<file path="src/rtl/cpu_pkg.sv">
// Purpose: shared opcodes, condition codes and FSM state encoding for the CPU sequencer.
// Latency: n/a (declarations only).
// Backpressure: n/a (declarations only).
package cpu_pkg;

  // Opcodes 0x0-0xB are ALU operations and pass straight through as ALU_OP.
  localparam logic [3:0] OP_LD  = 4'hC;
  localparam logic [3:0] OP_ST  = 4'hD;
  localparam logic [3:0] OP_BR  = 4'hE;
  localparam logic [3:0] OP_HLT = 4'hF;

  // The ALU passes R through unchanged, which puts the branch target on Alu_out.
  localparam logic [3:0] ALU_PASS_R = 4'h0;

  // Branch condition field IR[11:9]; 110 and 111 never branch.
  localparam logic [2:0] CC_AL = 3'b000;
  localparam logic [2:0] CC_Z  = 3'b001;
  localparam logic [2:0] CC_NZ = 3'b010;
  localparam logic [2:0] CC_N  = 3'b011;
  localparam logic [2:0] CC_C  = 3'b100;
  localparam logic [2:0] CC_NC = 3'b101;

  typedef enum logic [2:0] {
    RESET  = 3'd0,
    FETCH  = 3'd1,
    DECODE = 3'd2,
    ALU    = 3'd3,
    LOAD   = 3'd4,
    STORE  = 3'd5,
    BRANCH = 3'd6,
    HALT   = 3'd7
  } state_t;

endpackage

</file>
<file path="src/rtl/cpu_branch_eval.sv">
// Purpose: decides whether a branch is taken from the condition field and the ALU flags.
// Latency: combinational, zero cycles.
// Backpressure: none; the output is a pure function of the inputs.
// Ports: cond (IR[11:9]), C/N/Z flags in; taken out.
module cpu_branch_eval
  import cpu_pkg::*;
(
  input  logic [2:0] cond,
  input  logic       C,
  input  logic       N,
  input  logic       Z,
  output logic       taken
);

  always_comb begin
    taken = 1'b0;
    case (cond)
      CC_AL:   taken = 1'b1;
      CC_Z:    taken = Z;
      CC_NZ:   taken = ~Z;
      CC_N:    taken = N;
      CC_C:    taken = C;
      CC_NC:   taken = ~C;
      default: taken = 1'b0;
    endcase
  end

endmodule

</file>
<file path="src/rtl/cpu_control_unit.sv">
// Purpose: multi-cycle fetch/decode/execute sequencer driving every datapath and memory strobe.
// Latency: FETCH and DECODE take 1 cycle each, then one execute cycle; 3 cycles per instruction.
// Backpressure: none on memory; the only stall is HALT, which waits for go.
// Ports: clk, reset (async, active-high); IR_out, C/N/Z, go in;
//        pc_ld, pc_inc, ir_ld, reg_w_en, s_sel, adr_sel, mem_rd, mem_wr,
//        W_Adr/R_Adr/S_Adr, ALU_OP, halted out. All outputs are Moore-decoded
//        from state and IR_out; pc_ld alone also sees the flags (BRANCH only).
module cpu_control_unit
  import cpu_pkg::*;
#(
  parameter int DATA_W = 16,
  parameter int OP_W   = 4,
  parameter int RADR_W = 3
) (
  input  logic              clk,
  input  logic              reset,
  input  logic [DATA_W-1:0] IR_out,
  input  logic              C,
  input  logic              N,
  input  logic              Z,
  input  logic              go,
  output logic              pc_ld,
  output logic              pc_inc,
  output logic              ir_ld,
  output logic              reg_w_en,
  output logic              s_sel,
  output logic              adr_sel,
  output logic              mem_rd,
  output logic              mem_wr,
  output logic [RADR_W-1:0] W_Adr,
  output logic [RADR_W-1:0] R_Adr,
  output logic [RADR_W-1:0] S_Adr,
  output logic [OP_W-1:0]   ALU_OP,
  output logic              halted
);

  state_t state, next_state;

  logic [OP_W-1:0]   opcode;
  logic [2:0]        cond;
  logic [RADR_W-1:0] ir_dest, ir_r, ir_s;
  logic              br_taken;

  assign opcode  = IR_out[15:12];
  assign cond    = IR_out[11:9];
  assign ir_dest = IR_out[8:6];
  assign ir_r    = IR_out[5:3];
  assign ir_s    = IR_out[2:0];

  cpu_branch_eval u_branch_eval (
    .cond  (cond),
    .C     (C),
    .N     (N),
    .Z     (Z),
    .taken (br_taken)
  );

  // Reset is asynchronous into the state register; since every output is
  // decoded from state, strobes drop the moment reset rises and no write
  // strobe survives into the aborted instruction.
  always_ff @(posedge clk or posedge reset) begin
    if (reset) state <= RESET;
    else       state <= next_state;
  end

  always_comb begin
    next_state = state;
    pc_ld      = 1'b0;
    pc_inc     = 1'b0;
    ir_ld      = 1'b0;
    reg_w_en   = 1'b0;
    s_sel      = 1'b0;
    adr_sel    = 1'b0;
    mem_rd     = 1'b0;
    mem_wr     = 1'b0;
    halted     = 1'b0;
    ALU_OP     = '0;
    // Address outputs follow the IR fields in every live state so they stay
    // stable even where nobody consumes them.
    W_Adr      = ir_dest;
    R_Adr      = ir_r;
    S_Adr      = ir_s;

    case (state)
      RESET: begin
        W_Adr      = '0;
        R_Adr      = '0;
        S_Adr      = '0;
        next_state = FETCH;
      end
      FETCH: begin
        mem_rd     = 1'b1;
        ir_ld      = 1'b1;
        pc_inc     = 1'b1;
        next_state = DECODE;
      end
      DECODE: begin
        case (opcode)
          OP_LD:   next_state = LOAD;
          OP_ST:   next_state = STORE;
          OP_BR:   next_state = BRANCH;
          OP_HLT:  next_state = HALT;
          default: next_state = ALU;
        endcase
      end
      ALU: begin
        ALU_OP     = opcode;
        reg_w_en   = 1'b1;
        next_state = FETCH;
      end
      LOAD: begin
        adr_sel    = 1'b1;
        mem_rd     = 1'b1;
        s_sel      = 1'b1;
        reg_w_en   = 1'b1;
        next_state = FETCH;
      end
      STORE: begin
        adr_sel    = 1'b1;
        mem_wr     = 1'b1;
        next_state = FETCH;
      end
      BRANCH: begin
        ALU_OP     = ALU_PASS_R;
        pc_ld      = br_taken;
        next_state = FETCH;
      end
      HALT: begin
        halted = 1'b1;
        if (go) next_state = FETCH;
      end
      default: next_state = RESET;
    endcase
  end

endmodule
</file>
<file path="config.mk">
export PLATFORM = sky130hd
export DESIGN_NAME = cpu_control_unit
export DESIGN_NICKNAME = d
export VERILOG_FILES = /design/src/rtl/cpu_pkg.sv /design/src/rtl/cpu_branch_eval.sv /design/src/rtl/cpu_control_unit.sv
export SDC_FILE = /design/constraint.sdc
export NUM_CORES = 1
export LEC_CHECK = 0
export ABC_CLOCK_PERIOD_IN_PS = 1500
export CAP_MARGIN = 20
export CORE_MARGIN = 2
export CORE_UTILIZATION = 29
export DETAILED_ROUTE_END_ITERATION = 12
export PLACE_DENSITY_LB_ADDON = 0.2
export RECOVER_POWER = 100
export SKIP_CTS_REPAIR_TIMING = 1
export SLEW_MARGIN = 10
export SYNTH_ARGS = -nofsm -noshare
export SYNTH_HDL_FRONTEND = slang
export SYNTH_SLANG_ARGS = --single-unit
</file>
<file path="constraint.sdc">
create_clock -name clk -period 1.5 [get_ports clk]
set_input_delay 0.3 -clock clk [delete_from_list [all_inputs] [get_ports clk]]
set_output_delay 0.3 -clock clk [all_outputs]
set_load 0.005 [all_outputs]
</file>
# After elaboration in Yosys (flattened, before gate mapping)
# Index checks and enable logic that the tools add are counted.
word_totals:
  ram_bits: 0
  mem_bits_ro: 0
  ff_bits: 3
  n_memories: 0
  latchBits: 0
  input_bits: 22
classes:
  n_shift: 0
  order_cmp: 0
  n_div: 0
  addsub: 0
  bitwise: 2
  mul: 0
  muxes: 16
  reduce_logical: 6
  eq_ne: 17
op_table:
  columns: ["cell", "n"]
  rows:
  - ["$pmux W3 S4", 2]
  - ["$eq A3 B3 Y1 const B", 6]
  - ["$eq A4 B4 Y1 const B", 4]
  - ["$eq A3 B2 Y1 const B", 4]
  - ["$mux W3", 4]
  - ["$mux W1", 8]
  - ["$eq A3 B1 Y1 const B", 2]
  - ["$logic_not A3 Y1", 2]
  - ["$pmux W1 S6", 1]
  - ["$reduce_or A2 Y1", 3]
  - ["$reduce_or A5 Y1", 1]
  - ["$mux W4", 1]
  - ["$ne A2 B2 Y1 const B", 1]
  - ["$not A1 Y1", 2]

# Depth between registers and ports, before layout
# Gate-level depths: netlist of the first run.
depth:
  ltp_word: 3
  mapped_depth: 4
  mapped_depth_nobuf: 3

# By module
# Synthesis of the first run repeated with hierarchy kept, for this count alone.
unflattened:
  hier_cells: 49
  hier_area_um2: 419.2
by_module_without_submodules:
  columns: ["module", "area_per_inst_um2", "seq_area_each_um2", "cells_per_inst", "n_inst"]
  rows:
  - ["cpu_control_unit", 370.4, 75.1, 42, 1]
  - ["cpu_branch_eval", 48.8, 0.0, 7, 1]

# Worst setup path after synthesis of the first run
# Ideal clock, no wire load.
synth_timing:
  path_kind: "register to output"
  start: "register state[0]"
  end: "output port pc_inc"
  setup_slack_ps: 130
  t_arrival_ps: 1070
  path_stages_with_launch: 4
  cell_sequence: "dfrtp_1 buf_6 nor3b_1 buf_4"
synth_between:
  elab_chain_len: 2
synth_lines:
  columns: ["element", "line", "text"]
  rows:
  - ["from (decl)", "cpu_control_unit.sv:37", "state_t state, next_state;"]
  - ["from (signal assigned)", "cpu_control_unit.sv:63", "else state <= next_state;"]
  - ["$eq A3 B1 Y1", null, null]
  - ["$mux W1", null, null]
  - ["to (decl)", "cpu_control_unit.sv:23", "output logic pc_inc,"]
# Every way passes these cells.

# Final worst setup path of the first run
layout_timing:
  start: "register state[1]"
  end: "output port W_Adr[0]"
layout_between:
  elab_chain_len: 2
layout_lines:
  columns: ["element", "line", "text"]
  rows:
  - ["$logic_not A3 Y1", "cpu_control_unit.sv:84", "case (state)"]
  - ["$mux W3", "cpu_control_unit.sv:84", null]
  - ["to (decl)", "cpu_control_unit.sv:30", "output logic [RADR_W-1:0] W_Adr,"]
# Every way passes these cells.

==> results of run 1 <==
[metrics by stage]
stage,power [mW],instances
global route,1.77,139
floorplan,0.645,51
detailed placement,1.11,117
global placement,1.09,117
CTS,1.26,121
finish,1.66,139
[per-layer routing]
metal  global-route usage  vias to the layer above  part of all wire
li1                     -                      316                 -
met2                0.276                       27              0.56
met5                    0                        -                 0
met4               0.0545                        0                 0
met1                0.169                      288              0.34
met3               0.0625                        0              0.10
[power by group through the flow]
stage	clock network, mW	logic [mW]	registers, mW
3_3_place_gp	0	0.925	0.163
6_report	0.146	1.34	0.166
5_1_grt	0.157	1.44	0.174
4_1_cts	0.152	0.948	0.163
3_5_place_dp	0	0.942	0.165
2_1_floorplan	0	0.487	0.158
[final cells by class]
class                   count  area share
repair buffers             71       0.557
multi-input cells          44       0.333
flip-flops and latches      3      0.0674
clock buffers               4      0.0228
well taps                  16      0.0174
inverters                   1     0.00326
[logic make-up after synthesis]
logic type | count (synthesis) | share of synthesized area
multiplexers | 1 | 0.0326
AO/OA/AOI/OAI | 7 | 0.111
XOR/XNOR | 1 | 0.0190
buffers and inverters | 5 | 0.0897
AND/OR/NAND/NOR | 34 | 0.584
flip-flops | 3 | 0.163
[path summary, 6_finish.rpt]
path                                       from                    to  slack [ps]  cells past startpoint
setup / recovery           state[1]$_DFFE_PP0P_              W_Adr[0]        -220                      6
hold / removal                            reset  state[2]$_DFFE_PP0P_         360                      2
setup reg to reg           state[2]$_DFFE_PP0P_  state[2]$_DFFE_PP0P_         250                      5
hold reg to reg            state[1]$_DFFE_PP0P_  state[1]$_DFFE_PP0P_         740                      2
max in group asynchronous                 reset  state[1]$_DFFE_PP0P_         990                      2
min in group clk           state[1]$_DFFE_PP0P_  state[1]$_DFFE_PP0P_         740                      2
[synthesized netlist by cell type]
cell type | count | area, um2
nor2b_2 | 9 | 78.8
and2_1 | 6 | 37.5
dfrtp_1 | 3 | 75.1
nor2_1 | 3 | 11.3
buf_4 | 2 | 15.0
buf_6 | 2 | 22.5
nand2_1 | 2 | 7.51
nor3b_1 | 2 | 15.0
o21ai_0 | 2 | 10.0
a211oi_1 | 1 | 7.51
a2bb2oi_1 | 1 | 8.76
a32o_1 | 1 | 10.0
and2b_4 | 1 | 10.0
and3_1 | 1 | 6.26
and3b_1 | 1 | 8.76
and3b_2 | 1 | 10.0
inv_1 | 1 | 3.75
mux2_4 | 1 | 15.0
nand3b_1 | 1 | 7.51
nor2_8 | 1 | 20.0
nor2b_1 | 1 | 6.26
nor2b_4 | 1 | 13.8
nor4b_2 | 1 | 15.0
o21bai_1 | 1 | 7.51
o31ai_1 | 1 | 7.51
or2_1 | 1 | 6.26
or2_2 | 1 | 6.26
or2_4 | 1 | 8.76
xnor2_1 | 1 | 8.76
==> impl_metrics.env, run 1 <==
export IMPL_status="finished, violations left"
export IMPL_violations="negative setup slack"
export IMPL_syn_avg_cell_area_um2=9.03
export IMPL_maxSlewViolCount=0
export IMPL_grt_overflow_total=0
export IMPL_via_count=631
export IMPL_tightestPinTransition_ps=250
export IMPL_relSlewSlack=0.831
export IMPL_nNetsFinal=146
export IMPL_design_area_um2=1150
export IMPL_syn_area_um2=460
export IMPL_final_cell_mix="18 x buf_6, 15 x clkdlybuf4s50_1, 14 x buf_4"
export IMPL_yosys_warnings=0
export IMPL_fin_util=0.773
export IMPL_sequentialPowerShare=0.100
export IMPL_ys_types=29
export IMPL_cp_slowest_cell="dfrtp_2"
export IMPL_crit_path_frequent_cell="buf_6"
export IMPL_tns_ps=-2840
export IMPL_dpl_worst_slack_ps=-784
export IMPL_switching_share=0.352
export IMPL_grt_use_total=0.157
export IMPL_die_w_um=43.8
export IMPL_cts_path_max_buffers=2
export IMPL_gp_congestion=0.699
export IMPL_p_int_mw=1.07
export IMPL_multi_input_area_um2=383
export IMPL_hpwl_mm=1.11
export IMPL_critPathKind="flop to primary output"
export IMPL_path_cells="or2_4, nor2_4, buf_6, buf_6, nor2b_2, clkbuf_2"
export IMPL_p_per_area_nw_per_um2=1440
export IMPL_antenna_left=0
export IMPL_clockPowerShare=0.088
export IMPL_seq_area_um2=77.6
export IMPL_cts_root_buf="clkbuf_4"
export IMPL_layout_drive_gt1_share=0.618
export IMPL_io_buffers=43
export IMPL_cts_max_level=1
export IMPL_synth_yosys_seq_area_share=0.163
export IMPL_period_needed_ps=1720
export IMPL_cp_slowest_stage_delay_ps=440
export IMPL_fp_dieH_um=43.8
export IMPL_placedInstanceArea_um2=956
export IMPL_ys_ff_latch=3
export IMPL_cp_data_arrival_time_ps=1420
export IMPL_setup_viol=19
export IMPL_worst_endpoint_required_ps=1200
export IMPL_clock_skew_ps=2.99
export IMPL_numCtsBuffers=3
export IMPL_grt_max_degree=10
export IMPL_holdWs_ps=363
export IMPL_cts_tree="yes"
export IMPL_diodes=0
export IMPL_rsz0062_at_grt="true"
export IMPL_crit_family="flip-flops"
export IMPL_path_max_fanout=5
export IMPL_drv_cap=0
export IMPL_pwr_share_comb=0.812
export IMPL_drt_initial_drc_count=4
export IMPL_rows=14
export IMPL_initial_core_util=0.309
export IMPL_crit_path_end_kind="primary output"
export IMPL_top_regs="state (3)"
export IMPL_grt_pass1_wl_mm=2.29
export IMPL_synthCells=51
export IMPL_area_growth_pct=150
export IMPL_grt_pass1_vias=537
export IMPL_clock_latency_ps=240
export IMPL_hold_path_class="input port to async pin"
export IMPL_cts_sinks=3
export IMPL_vdd_drop_max_mv=1.07
export IMPL_finalHoldViolations=0
export IMPL_ioPinCount=44
export IMPL_fp_coreArea_um2=1490
export IMPL_syn_nets=73
export IMPL_drt_wl_total_mm=1.70
export IMPL_fillers=109
export IMPL_finalWorstSetupSlack_ps=-222
export IMPL_final_common_cell="buf_6"
export IMPL_largest_register_ff_count=3
export IMPL_clkTransAtPathRegs_ps=40
export IMPL_finalCritPeriodShare=1.15
export IMPL_p_leak_nw=0.638
export IMPL_avgViaCountPerCell=4.54
export IMPL_post_route_drc_count=0
export IMPL_regMostFlops="state"
export IMPL_grt_antenna_before_repair=0
export IMPL_max_freq_ghz=0.581
export IMPL_dr_pass1_iters=4
export IMPL_cp_buffers_inverters=3
export IMPL_design_die_area_um2=1920
export IMPL_cp_start_kind="flop"
export IMPL_wl_per_cell_um=12.2
export IMPL_switchingPower_mw=0.582
Note: power is estimated with default switching activity, not from simulation.
==> inputs of run 2 (changes only) <==
==> constraint.sdc (replaced) <==
create_clock -name clk -period 1.5 [get_ports clk]
set_input_delay 0.15 -clock clk [delete_from_list [all_inputs] [get_ports clk]]
set_output_delay 0.15 -clock clk [all_outputs]
set_load 0.005 [all_outputs]
==> run 2 against run 1 <==
  * The flow still finishes with violations (negative setup slack)
  * Global-route usage down 0.52 points
  * Clock-buffer cell count unchanged
  * Combinational power down 22%
  * Sequential share of layout area up 0.55 points
  * Worst setup slack better by 120 ps
  * Critical path type unchanged
  * Critical endpoint is now halted
  * Highest routed layer unchanged
==> impl_metrics.env, run 2 (synthesized netlist as in run 1, its figures left out) <==
export IMPL_status="finished, violations left"
export IMPL_violations="negative setup slack"
export IMPL_ioPinCount=44
export IMPL_numCtsBuffers=3
export IMPL_cp_slowest_cell="clkdlybuf4s50_1"
export IMPL_top_regs="state (3)"
export IMPL_setup_viol=8
export IMPL_die_w_um=43.8
export IMPL_sequentialPowerShare=0.125
export IMPL_grt_antenna_before_repair=0
export IMPL_antenna_left=0
export IMPL_hold_path_class="input port to async pin"
export IMPL_switchingPower_mw=0.500
export IMPL_switching_share=0.367
export IMPL_fin_util=0.714
export IMPL_pwr_share_comb=0.766
export IMPL_avgViaCountPerCell=4.66
export IMPL_clock_latency_ps=230
export IMPL_layout_drive_gt1_share=0.432
export IMPL_diodes=0
export IMPL_dr_pass1_iters=4
export IMPL_finalCritPeriodShare=1.07
export IMPL_critPathKind="flop to primary output"
export IMPL_rsz0062_at_grt="true"
export IMPL_area_growth_pct=131
export IMPL_initial_core_util=0.309
export IMPL_p_int_mw=0.861
export IMPL_maxSlewViolCount=0
export IMPL_clkTransAtPathRegs_ps=40
export IMPL_grt_use_total=0.152
export IMPL_fillers=123
export IMPL_path_cells="buf_4, and3_1, clkdlybuf4s50_1"
export IMPL_largest_register_ff_count=3
export IMPL_cts_max_level=1
export IMPL_gp_congestion=0.666
export IMPL_clock_skew_ps=4.57
export IMPL_p_per_area_nw_per_um2=1280
export IMPL_rows=14
export IMPL_vdd_drop_max_mv=0.856
export IMPL_post_route_drc_count=0
export IMPL_via_count=592
export IMPL_hpwl_mm=1.08
export IMPL_cts_path_max_buffers=2
export IMPL_seq_area_um2=77.6
export IMPL_crit_family="buffers and inverters"
export IMPL_period_needed_ps=1610
export IMPL_dpl_worst_slack_ps=-484
export IMPL_fp_coreArea_um2=1490
export IMPL_nNetsFinal=134
export IMPL_relSlewSlack=0.870
export IMPL_r2r_start="state[0]$_DFFE_PP0P_"
export IMPL_cts_root_buf="clkbuf_4"
export IMPL_grt_pass1_wl_mm=2.28
export IMPL_tightestPinTransition_ps=194
export IMPL_max_freq_ghz=0.623
export IMPL_worst_endpoint_required_ps=1350
export IMPL_cts_sinks=3
export IMPL_crit_path_end_kind="primary output"
export IMPL_regMostFlops="state"
export IMPL_cp_data_arrival_time_ps=1460
export IMPL_grt_overflow_total=0
export IMPL_cp_slowest_stage_delay_ps=490
export IMPL_cp_buffers_inverters=2
export IMPL_fp_dieH_um=43.8
export IMPL_final_cell_mix="19 x clkdlybuf4s50_1, 16 x dlymetal6s2s_1, 12 x buf_4"
export IMPL_power_total_mw=1.36
export IMPL_design_die_area_um2=1920
export IMPL_finalHoldViolations=0
export IMPL_finalWorstSetupSlack_ps=-106
export IMPL_clockPowerShare=0.109
export IMPL_drt_wl_total_mm=1.51
export IMPL_drv_cap=0
export IMPL_path_max_fanout=7
export IMPL_final_common_cell="clkdlybuf4s50_1"
export IMPL_p_leak_nw=0.669
export IMPL_drt_initial_drc_count=10
export IMPL_wl_per_cell_um=11.9
export IMPL_cp_start_kind="flop"
export IMPL_io_buffers=43
export IMPL_grt_pass1_vias=535
export IMPL_critPathLaunch="state[1]$_DFFE_PP0P_"
export IMPL_multi_input_area_um2=365
export IMPL_grt_max_degree=10
export IMPL_cts_tree="yes"
==> run 2: through the flow <==
stage / TNS [ps] / hold WS, ps / area (um2) / instances
3_3_place_gp: -747 / 325 / 941 / 115
5_1_grt: -855 / 246 / 1060 / 127
6_report: -336 / 218 / 1060 / 127
4_1_cts: -5710 / 82.4 / 967 / 119
3_5_place_dp: -985 / 326 / 941 / 115
2_1_floorplan: 0 / -96.4 / 460 / 51
==> run 2: path summary, 6_finish.rpt <==
check	to	slack [ps]	cells past startpoint
setup / recovery	halted	-110	3
hold / removal	state[2]$_DFFE_PP0P_	220	2
setup reg to reg	state[0]$_DFFE_PP0P_	420	3
hold reg to reg	state[0]$_DFFE_PP0P_	710	2
max in group asynchronous	state[0]$_DFFE_PP0P_	1130	2
min in group clk	state[0]$_DFFE_PP0P_	640	3
==> run 2: final cells by class <==
class / count / area share
timing repair buffer: 59 / 0.536
multi-input combinational: 44 / 0.344
sequential: 3 / 0.0729
clock buffer: 4 / 0.0247
tap: 16 / 0.0188
inverter: 1 / 0.00353
==> run 2: routing by layer <==
metal	global-route usage	vias to the layer above	share of wire
met2	0.276	25	0.52
met4	0.0182	0	0
li1	-	294	-
met1	0.173	273	0.38
met5	0	-	0
met3	0.0542	0	0.10
==> run 2: power groups by stage <==
stage / combinational, mW / clock (mW) / sequential [mW]
final: 1.04 / 0.148 / 0.170
after global routing: 1.13 / 0.159 / 0.177
after CTS: 0.953 / 0.152 / 0.165
after detailed placement: 0.945 / 0 / 0.165
after global placement: 0.921 / 0 / 0.163
after floorplan: 0.487 / 0 / 0.158
